**config.mk**
```make
export PLATFORM = sky130hd
export DESIGN_NAME = bias_add_0_flat
export DESIGN_NICKNAME = d
export VERILOG_FILES = /design/src/rtl/bias_add_0_if.sv /design/src/rtl/bias_add_0.sv /design/src/flat_wrapper.sv
export SDC_FILE = /design/constraint.sdc
export NUM_CORES = 1
export LEC_CHECK = 0
export BUFFER_PORTS_ARGS = -buffer_cell sky130_fd_sc_hd__clkbuf_2
export CORE_ASPECT_RATIO = 0.8
export CORE_MARGIN = 1
export CORE_UTILIZATION = 59
export CTS_CLUSTER_SIZE = 30
export DETAILED_ROUTE_END_ITERATION = 7
export PLACE_DENSITY_LB_ADDON = 0.3
export SLEW_MARGIN = 25
export SYNTH_ARGS = -nofsm -noshare
export SYNTH_HDL_FRONTEND = slang
export SYNTH_SLANG_ARGS = --single-unit
```
**constraint.sdc**
```tcl
create_clock -name ap_clk -period 7.3 [get_ports ap_clk]
set_input_delay 1.46 -clock ap_clk [delete_from_list [all_inputs] [get_ports ap_clk]]
set_output_delay 1.46 -clock ap_clk [all_outputs]
set_load 0.005 [all_outputs]
```
**src/rtl/bias_add_0_if.sv**
```systemverilog
// FIFO-style stream bundle for bias_add_0: bias and accumulator read ports plus
// the result write port. The master side feeds/absorbs the streams, the slave side is the block.
interface bias_add_0_if #(
    parameter int COEFF_W = 16,
    parameter int ACC_W   = 32,
    parameter int OUT_W   = 16
);
    logic [COEFF_W-1:0] bias_V_dout;
    logic               bias_V_empty_n;
    logic               bias_V_read;
    logic [ACC_W-1:0]   acc_V_dout;
    logic               acc_V_empty_n;
    logic               acc_V_read;
    logic [OUT_W-1:0]   output_V_din;
    logic               output_V_full_n;
    logic               output_V_write;

    modport master (
        output bias_V_dout, bias_V_empty_n, input bias_V_read,
        output acc_V_dout, acc_V_empty_n, input acc_V_read,
        input output_V_din, output_V_write, output output_V_full_n
    );

    modport slave (
        input bias_V_dout, bias_V_empty_n, output bias_V_read,
        input acc_V_dout, acc_V_empty_n, output acc_V_read,
        output output_V_din, output_V_write, input output_V_full_n
    );
endinterface

```
**src/rtl/bias_add_0.sv**
```systemverilog
// Layer-0 bias adder: loads KERN biases per frame, then adds the per-channel bias
// to each accumulator word, applies optional ReLU, saturates and streams out.
module bias_add_0 #(
    parameter int KERN       = 16,
    parameter int COEFF_W    = 16,
    parameter int ACC_W      = 32,
    parameter int OUT_W      = 16,
    parameter int BIAS_SHIFT = 0,
    parameter int PIX_N      = 1024,
    parameter int RELU       = 1
) (
    input  logic         ap_clk,
    input  logic         ap_rst_n,
    bias_add_0_if.slave  io
);
    localparam int CH_W  = (KERN > 1) ? $clog2(KERN) : 1;
    localparam int PIX_W = (PIX_N > 1) ? $clog2(PIX_N) : 1;
    localparam logic [CH_W-1:0]  CH_LAST  = CH_W'(KERN - 1);
    localparam logic [PIX_W-1:0] PIX_LAST = PIX_W'(PIX_N - 1);
    localparam logic signed [ACC_W:0] OUT_MAX = {{(ACC_W-OUT_W+2){1'b0}}, {(OUT_W-1){1'b1}}};
    localparam logic signed [ACC_W:0] OUT_MIN = {{(ACC_W-OUT_W+2){1'b1}}, {(OUT_W-1){1'b0}}};

    typedef enum logic {ST_LOAD, ST_RUN} state_t;

    state_t                    state_q, state_d;
    logic [CH_W-1:0]           ch_cnt_q, ch_cnt_d;
    logic [PIX_W-1:0]          pix_cnt_q, pix_cnt_d;
    logic                      out_valid_q, out_valid_d;
    logic signed [OUT_W-1:0]   dout_q, dout_d;
    logic signed [COEFF_W-1:0] bias_q [KERN];

    logic                      bias_pop, acc_pop, out_push;
    logic signed [ACC_W:0]     bias_ext, acc_ext, sum;

    function automatic logic signed [OUT_W-1:0] relu_sat(input logic signed [ACC_W:0] s);
        logic signed [ACC_W:0] r;
        r = s;
        if (RELU != 0 && r[ACC_W]) r = '0;
        if (r > OUT_MAX) return OUT_MAX[OUT_W-1:0];
        if (r < OUT_MIN) return OUT_MIN[OUT_W-1:0];
        return r[OUT_W-1:0];
    endfunction

    // Handshake outputs; held low while reset is asserted, without waiting for a clock.
    always_comb begin
        bias_pop = 1'b0;
        acc_pop  = 1'b0;
        out_push = ap_rst_n & out_valid_q & io.output_V_full_n;
        case (state_q)
            ST_LOAD: bias_pop = ap_rst_n & io.bias_V_empty_n;
            ST_RUN:  acc_pop  = ap_rst_n & io.acc_V_empty_n & (~out_valid_q | io.output_V_full_n);
            default: ;
        endcase
    end

    assign io.bias_V_read    = bias_pop;
    assign io.acc_V_read     = acc_pop;
    assign io.output_V_write = out_push;
    assign io.output_V_din   = dout_q;

    always_comb begin
        state_d   = state_q;
        ch_cnt_d  = ch_cnt_q;
        pix_cnt_d = pix_cnt_q;
        case (state_q)
            ST_LOAD: begin
                if (bias_pop) begin
                    if (ch_cnt_q == CH_LAST) begin
                        ch_cnt_d = '0;
                        state_d  = ST_RUN;
                    end else begin
                        ch_cnt_d = ch_cnt_q + 1'b1;
                    end
                end
            end
            ST_RUN: begin
                if (acc_pop) begin
                    if (ch_cnt_q == CH_LAST) begin
                        ch_cnt_d = '0;
                        if (pix_cnt_q == PIX_LAST) begin
                            pix_cnt_d = '0;
                            state_d   = ST_LOAD;
                        end else begin
                            pix_cnt_d = pix_cnt_q + 1'b1;
                        end
                    end else begin
                        ch_cnt_d = ch_cnt_q + 1'b1;
                    end
                end
            end
            default: state_d = ST_LOAD;
        endcase
    end

    // Sum is one bit wider than the accumulator so the bias add cannot wrap.
    always_comb begin
        bias_ext = (ACC_W+1)'(bias_q[ch_cnt_q]);
        acc_ext  = (ACC_W+1)'($signed(io.acc_V_dout));
        sum      = acc_ext + (bias_ext <<< BIAS_SHIFT);
    end

    always_comb begin
        out_valid_d = out_valid_q;
        dout_d      = dout_q;
        if (acc_pop) begin
            out_valid_d = 1'b1;
            dout_d      = relu_sat(sum);
        end else if (out_push) begin
            out_valid_d = 1'b0;
        end
    end

    // Stage boundary: control state and the output register.
    always_ff @(posedge ap_clk or negedge ap_rst_n) begin
        if (!ap_rst_n) begin
            state_q     <= ST_LOAD;
            ch_cnt_q    <= '0;
            pix_cnt_q   <= '0;
            out_valid_q <= 1'b0;
            dout_q      <= '0;
        end else begin
            state_q     <= state_d;
            ch_cnt_q    <= ch_cnt_d;
            pix_cnt_q   <= pix_cnt_d;
            out_valid_q <= out_valid_d;
            dout_q      <= dout_d;
        end
    end

    // Bias register file is fully rewritten each frame before use, so it has no reset.
    always_ff @(posedge ap_clk) begin
        if (bias_pop) bias_q[ch_cnt_q] <= $signed(io.bias_V_dout);
    end
endmodule

```
**src/flat_wrapper.sv**
```systemverilog
// flat-port wrapper written by rule: the top's interface ports become plain ports
module bias_add_0_flat 
#(
    parameter int KERN       = 16,
    parameter int COEFF_W    = 16,
    parameter int ACC_W      = 32,
    parameter int OUT_W      = 16,
    parameter int BIAS_SHIFT = 0,
    parameter int PIX_N      = 1024,
    parameter int RELU       = 1
)
  (ap_clk, ap_rst_n, io_bias_V_dout, io_bias_V_empty_n, io_bias_V_read, io_acc_V_dout, io_acc_V_empty_n, io_acc_V_read, io_output_V_din, io_output_V_write, io_output_V_full_n);
  bias_add_0_if #(.COEFF_W(COEFF_W), .ACC_W(ACC_W), .OUT_W(OUT_W)) io_i ();
  input  logic ap_clk;
  input  logic ap_rst_n;
  input wire logic [$bits(io_i.bias_V_dout)-1:0] io_bias_V_dout;
  input wire logic [$bits(io_i.bias_V_empty_n)-1:0] io_bias_V_empty_n;
  output wire logic [$bits(io_i.bias_V_read)-1:0] io_bias_V_read;
  input wire logic [$bits(io_i.acc_V_dout)-1:0] io_acc_V_dout;
  input wire logic [$bits(io_i.acc_V_empty_n)-1:0] io_acc_V_empty_n;
  output wire logic [$bits(io_i.acc_V_read)-1:0] io_acc_V_read;
  output wire logic [$bits(io_i.output_V_din)-1:0] io_output_V_din;
  output wire logic [$bits(io_i.output_V_write)-1:0] io_output_V_write;
  input wire logic [$bits(io_i.output_V_full_n)-1:0] io_output_V_full_n;
  assign io_i.bias_V_dout = io_bias_V_dout;
  assign io_i.bias_V_empty_n = io_bias_V_empty_n;
  assign io_bias_V_read = io_i.bias_V_read;
  assign io_i.acc_V_dout = io_acc_V_dout;
  assign io_i.acc_V_empty_n = io_acc_V_empty_n;
  assign io_acc_V_read = io_i.acc_V_read;
  assign io_output_V_din = io_i.output_V_din;
  assign io_output_V_write = io_i.output_V_write;
  assign io_i.output_V_full_n = io_output_V_full_n;
  bias_add_0 #(.KERN(KERN), .COEFF_W(COEFF_W), .ACC_W(ACC_W), .OUT_W(OUT_W), .BIAS_SHIFT(BIAS_SHIFT), .PIX_N(PIX_N), .RELU(RELU)) u_core (.ap_clk(ap_clk), .ap_rst_n(ap_rst_n), .io(io_i));
endmodule
```
==> Yosys cells after proc, flatten, opt, wreduce, memory -nomap -nowiden <==
Memories as Yosys holds them, arrays and structs flattened.
Index checks and enable logic that the tools add are counted.
{ "word_totals": {"regBits": 32, "latch_bits": 0, "ram_bits": 256, "mem_bits_ro": 0, "inputBits": 53, "out_inout_bits": 19, "elab_cells": 54, "memories": 1} }
{ "classes": {"n_addsub": 3, "multipliers": 0, "div": 0, "order_cmp": 2, "eq_ne": 4, "n_shift": 0, "muxes": 28, "bitwise": 8, "n_reduce_logical": 3} }
{ "memory_table": {"columns": ["memory", "depth", "word_bits", "rd", "rd_clocked_by_memory_dff", "wr", "line_no", "source"], "rows": [
  ["u_core.bias_q", 16, 16, 1, 0, 1, "bias_add_0.sv:30", "logic signed [COEFF_W-1:0] bias_q [KERN];"]
]} }
{ "op_table": {"columns": ["op", "n"], "rows": [
  ["16-bit two-way mux", 4],
  ["32-bit by 16-bit adder with 33-bit output", 1],
  ["33-bit by 16-bit greater-than comparator with 1-bit output (second input constant)", 1],
  ["33-bit by 16-bit < comparator with 1-bit output (second input constant)", 1],
  ["33-bit two-way mux", 1],
  ["32-bit two-way mux", 1],
  ["1-bit two-way mux", 16],
  ["4-bit two-way mux", 3],
  ["10-bit by 1-bit adder with 10-bit output (second input constant)", 1],
  ["10-bit equality test (second input constant)", 1],
  ["10-bit two-way mux", 1],
  ["4-bit case mux with 2 select lines", 1],
  ["1-bit AND", 5],
  ["4-bit by 1-bit adder with 4-bit output (second input constant)", 1],
  ["4-bit equality test (second input constant)", 1],
  ["2-bit != test (second input constant)", 2],
  ["3-bit AND reduction", 1],
  ["1-bit NOT", 2],
  ["1-bit case mux with 2 select lines", 1],
  ["2-bit AND reduction", 1],
  ["2-bit nonzero test", 1],
  ["1-bit bitwise OR", 1]
]} }

==> Logic depth before layout (Yosys ltp) <==
{ "logic_depth": {"ltp_word": 12, "ltp_mapped": 16, "mapped_depth_nobuf": 12} }

==> Least setup slack after synthesis <==
OpenSTA, ideal clock, no wires.
{ "synth_timing": {"kind": "register to register", "start": "reg u_core.ch_cnt_q[0]", "end": "reg u_core.dout_q[9], in the netlist u_core.io.output_V_din[9]", "setup_time_ns": 0.124, "arrival_ns": 5.006, "t_required_ns": 7.176, "path_slack_ns": 2.170, "stages_incl_launch_ff": 17, "n_path_buf": 4, "period_less_slack_ns": 5.130, "cell_sequence": "dfrtp_1 > clkbuf_1 > buf_2 > buf_1 > mux4_2 > mux4_2 > ha_1 > fa_1 > a211oi_1 > or3_1 > a21boi_1 > or4_4 > a22oi_2 > o2111ai_2 > nor4_4 > buf_6 > a21oi_2"} }
{ "synth_between": {"elab_chain_cells": 10, "elab_cells_between_ends": 14, "cone_classes": "add/sub (1); order compare (2); mux (10); memory (1)"} }
{ "synth_lines": {"columns": ["item", "line_no", "source"], "rows": [
  ["start: declaration", "bias_add_0.sv:26", "logic [CH_W-1:0] ch_cnt_q, ch_cnt_d;"],
  ["start signal: assignment", "bias_add_0.sv:123", "ch_cnt_q <= ch_cnt_d;"],
  ["memory read 16 x 16 bit *", null, null],
  ["32-bit by 16-bit adder with 33-bit output *", "bias_add_0.sv:99", "sum = acc_ext + (bias_ext <<< BIAS_SHIFT);"],
  ["32-bit two-way mux *", "bias_add_0.sv:38", "if (RELU != 0 && r[ACC_W]) r = '0;"],
  ["33-bit two-way mux *", "bias_add_0.sv:105", "if (acc_pop) begin"],
  ["33-bit by 16-bit < comparator with 1-bit output", "bias_add_0.sv:40", "if (r < OUT_MIN) return OUT_MIN[OUT_W-1:0];"],
  ["1-bit two-way mux (2 in a row)", "bias_add_0.sv:40", null],
  ["1-bit two-way mux", "bias_add_0.sv:105", null],
  ["16-bit two-way mux", "bias_add_0.sv:41", "return r[OUT_W-1:0];"],
  ["16-bit two-way mux *", "bias_add_0.sv:40", null],
  ["end signal: assignment", "bias_add_0.sv:126", "dout_q <= dout_d;"],
  ["end: declaration", "bias_add_0.sv:29", "logic signed [OUT_W-1:0] dout_q, dout_d;"]
]} }
Every way passes the cells marked *; elsewhere a longest branch is shown, timed or not. The select of a mux whose other input is x is not followed.
A chain may end at the register's enable or synchronous reset.

==> Final worst setup path <==
{ "layout_timing": {"start": "reg u_core.ch_cnt_q[0]", "end": "reg u_core.dout_q[2], in the netlist u_core.io.output_V_din[2]"} }
The elaborated chain is that of the path after synthesis.

==> flow_summary_export.csv <==
group,metric,value,unit
pwr,ir_drop,0.2413,mV
cells_and_area,n_fill_cell,1499,
timing,setup_viol,0,
cts,numCtsBuffers,26,
yosys,yosys_warnings,0,
timing,report.final.slew_viol_count,0,
cts,root_buffer,"clkbuf_16",
global_route,globalRouteOverflowTotal,0,
floorplanning,fp-row-count,48,
pwr,p_leak,5.112,nW
cts,clk_pin_slew,70,ps
pwr,power.density,377.5,nW/µm²
outcome,outcome,"finished clean",
detailed_routing,postRouteWirelength,30210,µm
detailed_routing,viasPerCell,6.423,
floorplanning,die_y,136.5,µm
critical_path,critPathMaxStageDelay,920,ps
detailed_routing,drcViolationCount,0,
critical_path,worst-endpoint-arrival,6110,ps
critical_path,worst_path_dominant_cell_family,"simple AND/OR/NAND/NOR gates",
floorplanning,die-area,23220,µm²
yosys,synthFlopType,"edfxtp_1",
cts,cts_sinks,288,
yosys,synth_edf_count,256,
floorplanning,ios,72,
global_route,grt_max_degree,37,
critical_path,worst-path-buf-inv,0,
cells_and_area,fin_nets,993,
cts,post_cts_buffers,0,
floorplanning,die_w,170.1,µm
yosys,synth_nets,926,
placed_design,io_buffers,71,
placed_design,place_ws,1664,ps
critical_path,worstPathCellList,"mux4_2 > mux4_2 > ha_1 > nor3b_1 > nor4_1 > o2111ai_1 > nor4_1 > o2111ai_1 > nor4_4 > a21oi_1",
detailed_routing,detail_route.first_pass.iterations,5,
yosys,postSynthCellCount,835,
cts,ctsLongestPathBuffers,3,
global_route,grt.total_usage,0.2689,
yosys,netlist_area,13340,µm²
timing,setup_slack,1566,ps
timing,max_freq,174.4,MHz
timing,worst_pin_slew,1002,ps
floorplanning,core,21860,µm²
global_route,grt_pass1_wl,44720,µm
yosys,synth-seq-cells,288,
critical_path,critPathRequiredTime,7680,ps
placed_design,gp_congestion,0.9244,
timing,fin_crit,5734,ps
hold_path,hold_class,"register to register",
timing,relSlewSlack,0.3270,
job,cap_violations,0,
cells_and_area,drive_gt1_frac,0.2630,
detailed_routing,vias,7843,
yosys,avgSynthCellArea,15.98,µm²
cts,cts_hold_buf,0,
placed_design,placedCellCount,1174,
cts,cts.htree.levels,1,
yosys,yosysSeqAreaShare,0.6363,
cells_and_area,final_cell_mix,"256 x edfxtp_1, 80 x mux4_2, 71 x clkbuf_2, 50 x a21oi_1, 39 x nand2_1",
cts,cts_tree,"done",
cells_and_area,syn_to_final_growth,11.06,%
timing,finalSetupTns,0,ps
yosys,yosysUniqueCellTypes,69,
global_route,grt_pass1_vias,7400,
timing,hold_viol,0,
critical_path,start_kind,"register",
timing,clock-skew-final,26.76,ps
cells_and_area,final_cells,1221,
detailed_routing,ant_nets,0,
global_route,antenna_found_initial,1,
timing,period_share,0.7855,
yosys,async_flop_share,0.1111,
cells_and_area,mostFrequentLayoutCell,"edfxtp_1",
cells_and_area,fin_util,0.6777,
critical_path,critPathSlowestCell,"nor4_4",
detailed_routing,avgRoutedWirePerCell,24.75,µm
floorplanning,floorplan.initialDensity,0.6102,
critical_path,cp_max_fo,34,
cts,worstSkewPairLatency,550,ps
placed_design,hpwl,19220,µm
critical_path,end_kind,"register",
critical_path,rrSetupSlack,1570,ps
critical_path,crit_type,"register to register",
timing,rsz0062_at_grt,"false",
detailed_routing,dr.first_iter.drc_count,770,
cts,ctsResizeCount,0,
state kept, by name, summed over array words and instances (netlist names):
name / count
u_core.out_valid_q: 1
u_core.ch_cnt_q: 4
u_core.state_q: 1
u_core.bias_q: 256
u_core.pix_cnt_q: 10
u_core.io.output_V_din: 16
through the flow:
| step | total power [mW] | cell area [µm²] | hold slack [ps] |
|---|---|---|---|
| 2_1_floorplan | 3.756 | 13340 | 437.5 |
| 3_3_place_gp | 4.285 | 13970 | 456.4 |
| 3_5_place_dp | 4.305 | 14020 | 457.7 |
| 4_1_cts | 5.583 | 14810 | 468.8 |
| 5_1_grt | 5.879 | 14820 | 494.6 |
| 6_report | 5.593 | 14820 | 463.7 |
logic make-up after synthesis:
kind of cell	after synthesis	synth area share
xor+xnor	22	0.01444
simple gates	167	0.06556
mux	81	0.1367
compound gates	178	0.09154
fa+ha+maj	38	0.03620
flops	288	0.6363
buf+inv	61	0.01923
worst register-to-register path, stage by stage (launching register included):
cell and delay (ps):
dfrtp_4 860, mux4_2 650, mux4_2 720, ha_1 520, nor3b_1 190, nor4_1 580
o2111ai_1 280, nor4_1 400, o2111ai_1 260, nor4_4 920, a21oi_1 180
layer usage:
metal | GRT usage | up-vias | share of wire
met4 | 0.08358 | 0 | 0.027
met3 | 0.03788 | 55 | 0.088
met1 | 0.4020 | 3893 | 0.42
met2 | 0.4167 | 392 | 0.46
li1 | - | 3503 | -
met5 | 0 | - | 0
path summary, 6_finish.rpt:
kind	start	endpoint	depth (start not counted)
worst max register to register	u_core.ch_cnt_q[0]	u_core.io.output_V_din[2]	10
worst min register to register	u_core.pix_cnt_q[6]	u_core.pix_cnt_q[6]	1
worst max-delay path	u_core.ch_cnt_q[0]	u_core.io.output_V_din[2]	10
min in group asynchronous	ap_rst_n	u_core.out_valid_q	2
max in group asynchronous	ap_rst_n	u_core.ch_cnt_q[0]	2
worst min-delay path	u_core.pix_cnt_q[6]	u_core.pix_cnt_q[6]	1
synth_stat cells (all sizes together) (6+ instances only):
| master | instances | share of area |
|---|---|---|
| buf | 13 | 0.0057 |
| nor2 | 36 | 0.010 |
| edfxtp | 256 | 0.58 |
| inv | 16 | 0.0045 |
| and2 | 15 | 0.0070 |
| mux4 | 80 | 0.14 |
| clkbuf | 32 | 0.0090 |
| nand4 | 12 | 0.0061 |
| o211ai | 6 | 0.0034 |
| o21ai | 32 | 0.012 |
| ha | 37 | 0.035 |
| xor2 | 10 | 0.0066 |
| xnor2 | 12 | 0.0079 |
| a21o | 15 | 0.0090 |
| nand2 | 39 | 0.011 |
| a21oi | 64 | 0.029 |
| nand3 | 25 | 0.0094 |
| a211oi | 7 | 0.0047 |
| a31oi | 6 | 0.0028 |
| nor3 | 6 | 0.0023 |
| dfrtp | 32 | 0.060 |
cell type report:
type / count / area [µm²] / area share
antenna: 1 / 2.502 / 0.0001689
inverter: 16 / 60.06 / 0.004054
multi-input combinational: 486 / 4621 / 0.3119
tap: 300 / 375.4 / 0.02534
sequential: 288 / 8493 / 0.5733
clock buffer: 35 / 694.4 / 0.04687
timing repair buffer: 84 / 467.9 / 0.03159
clock inverter: 11 / 101.3 / 0.006841
power by group:
group	switching (mW)	leakage (nW)	total (mW)	internal, mW
Clock	0.574	0.384	1.28	0.705
Combinational	1.34	2.03	2.36	1.02
Sequential	0.110	2.70	1.96	1.85
Total	2.02	5.11	5.59	3.57
Note: power is estimated with default switching activity, not from simulation.
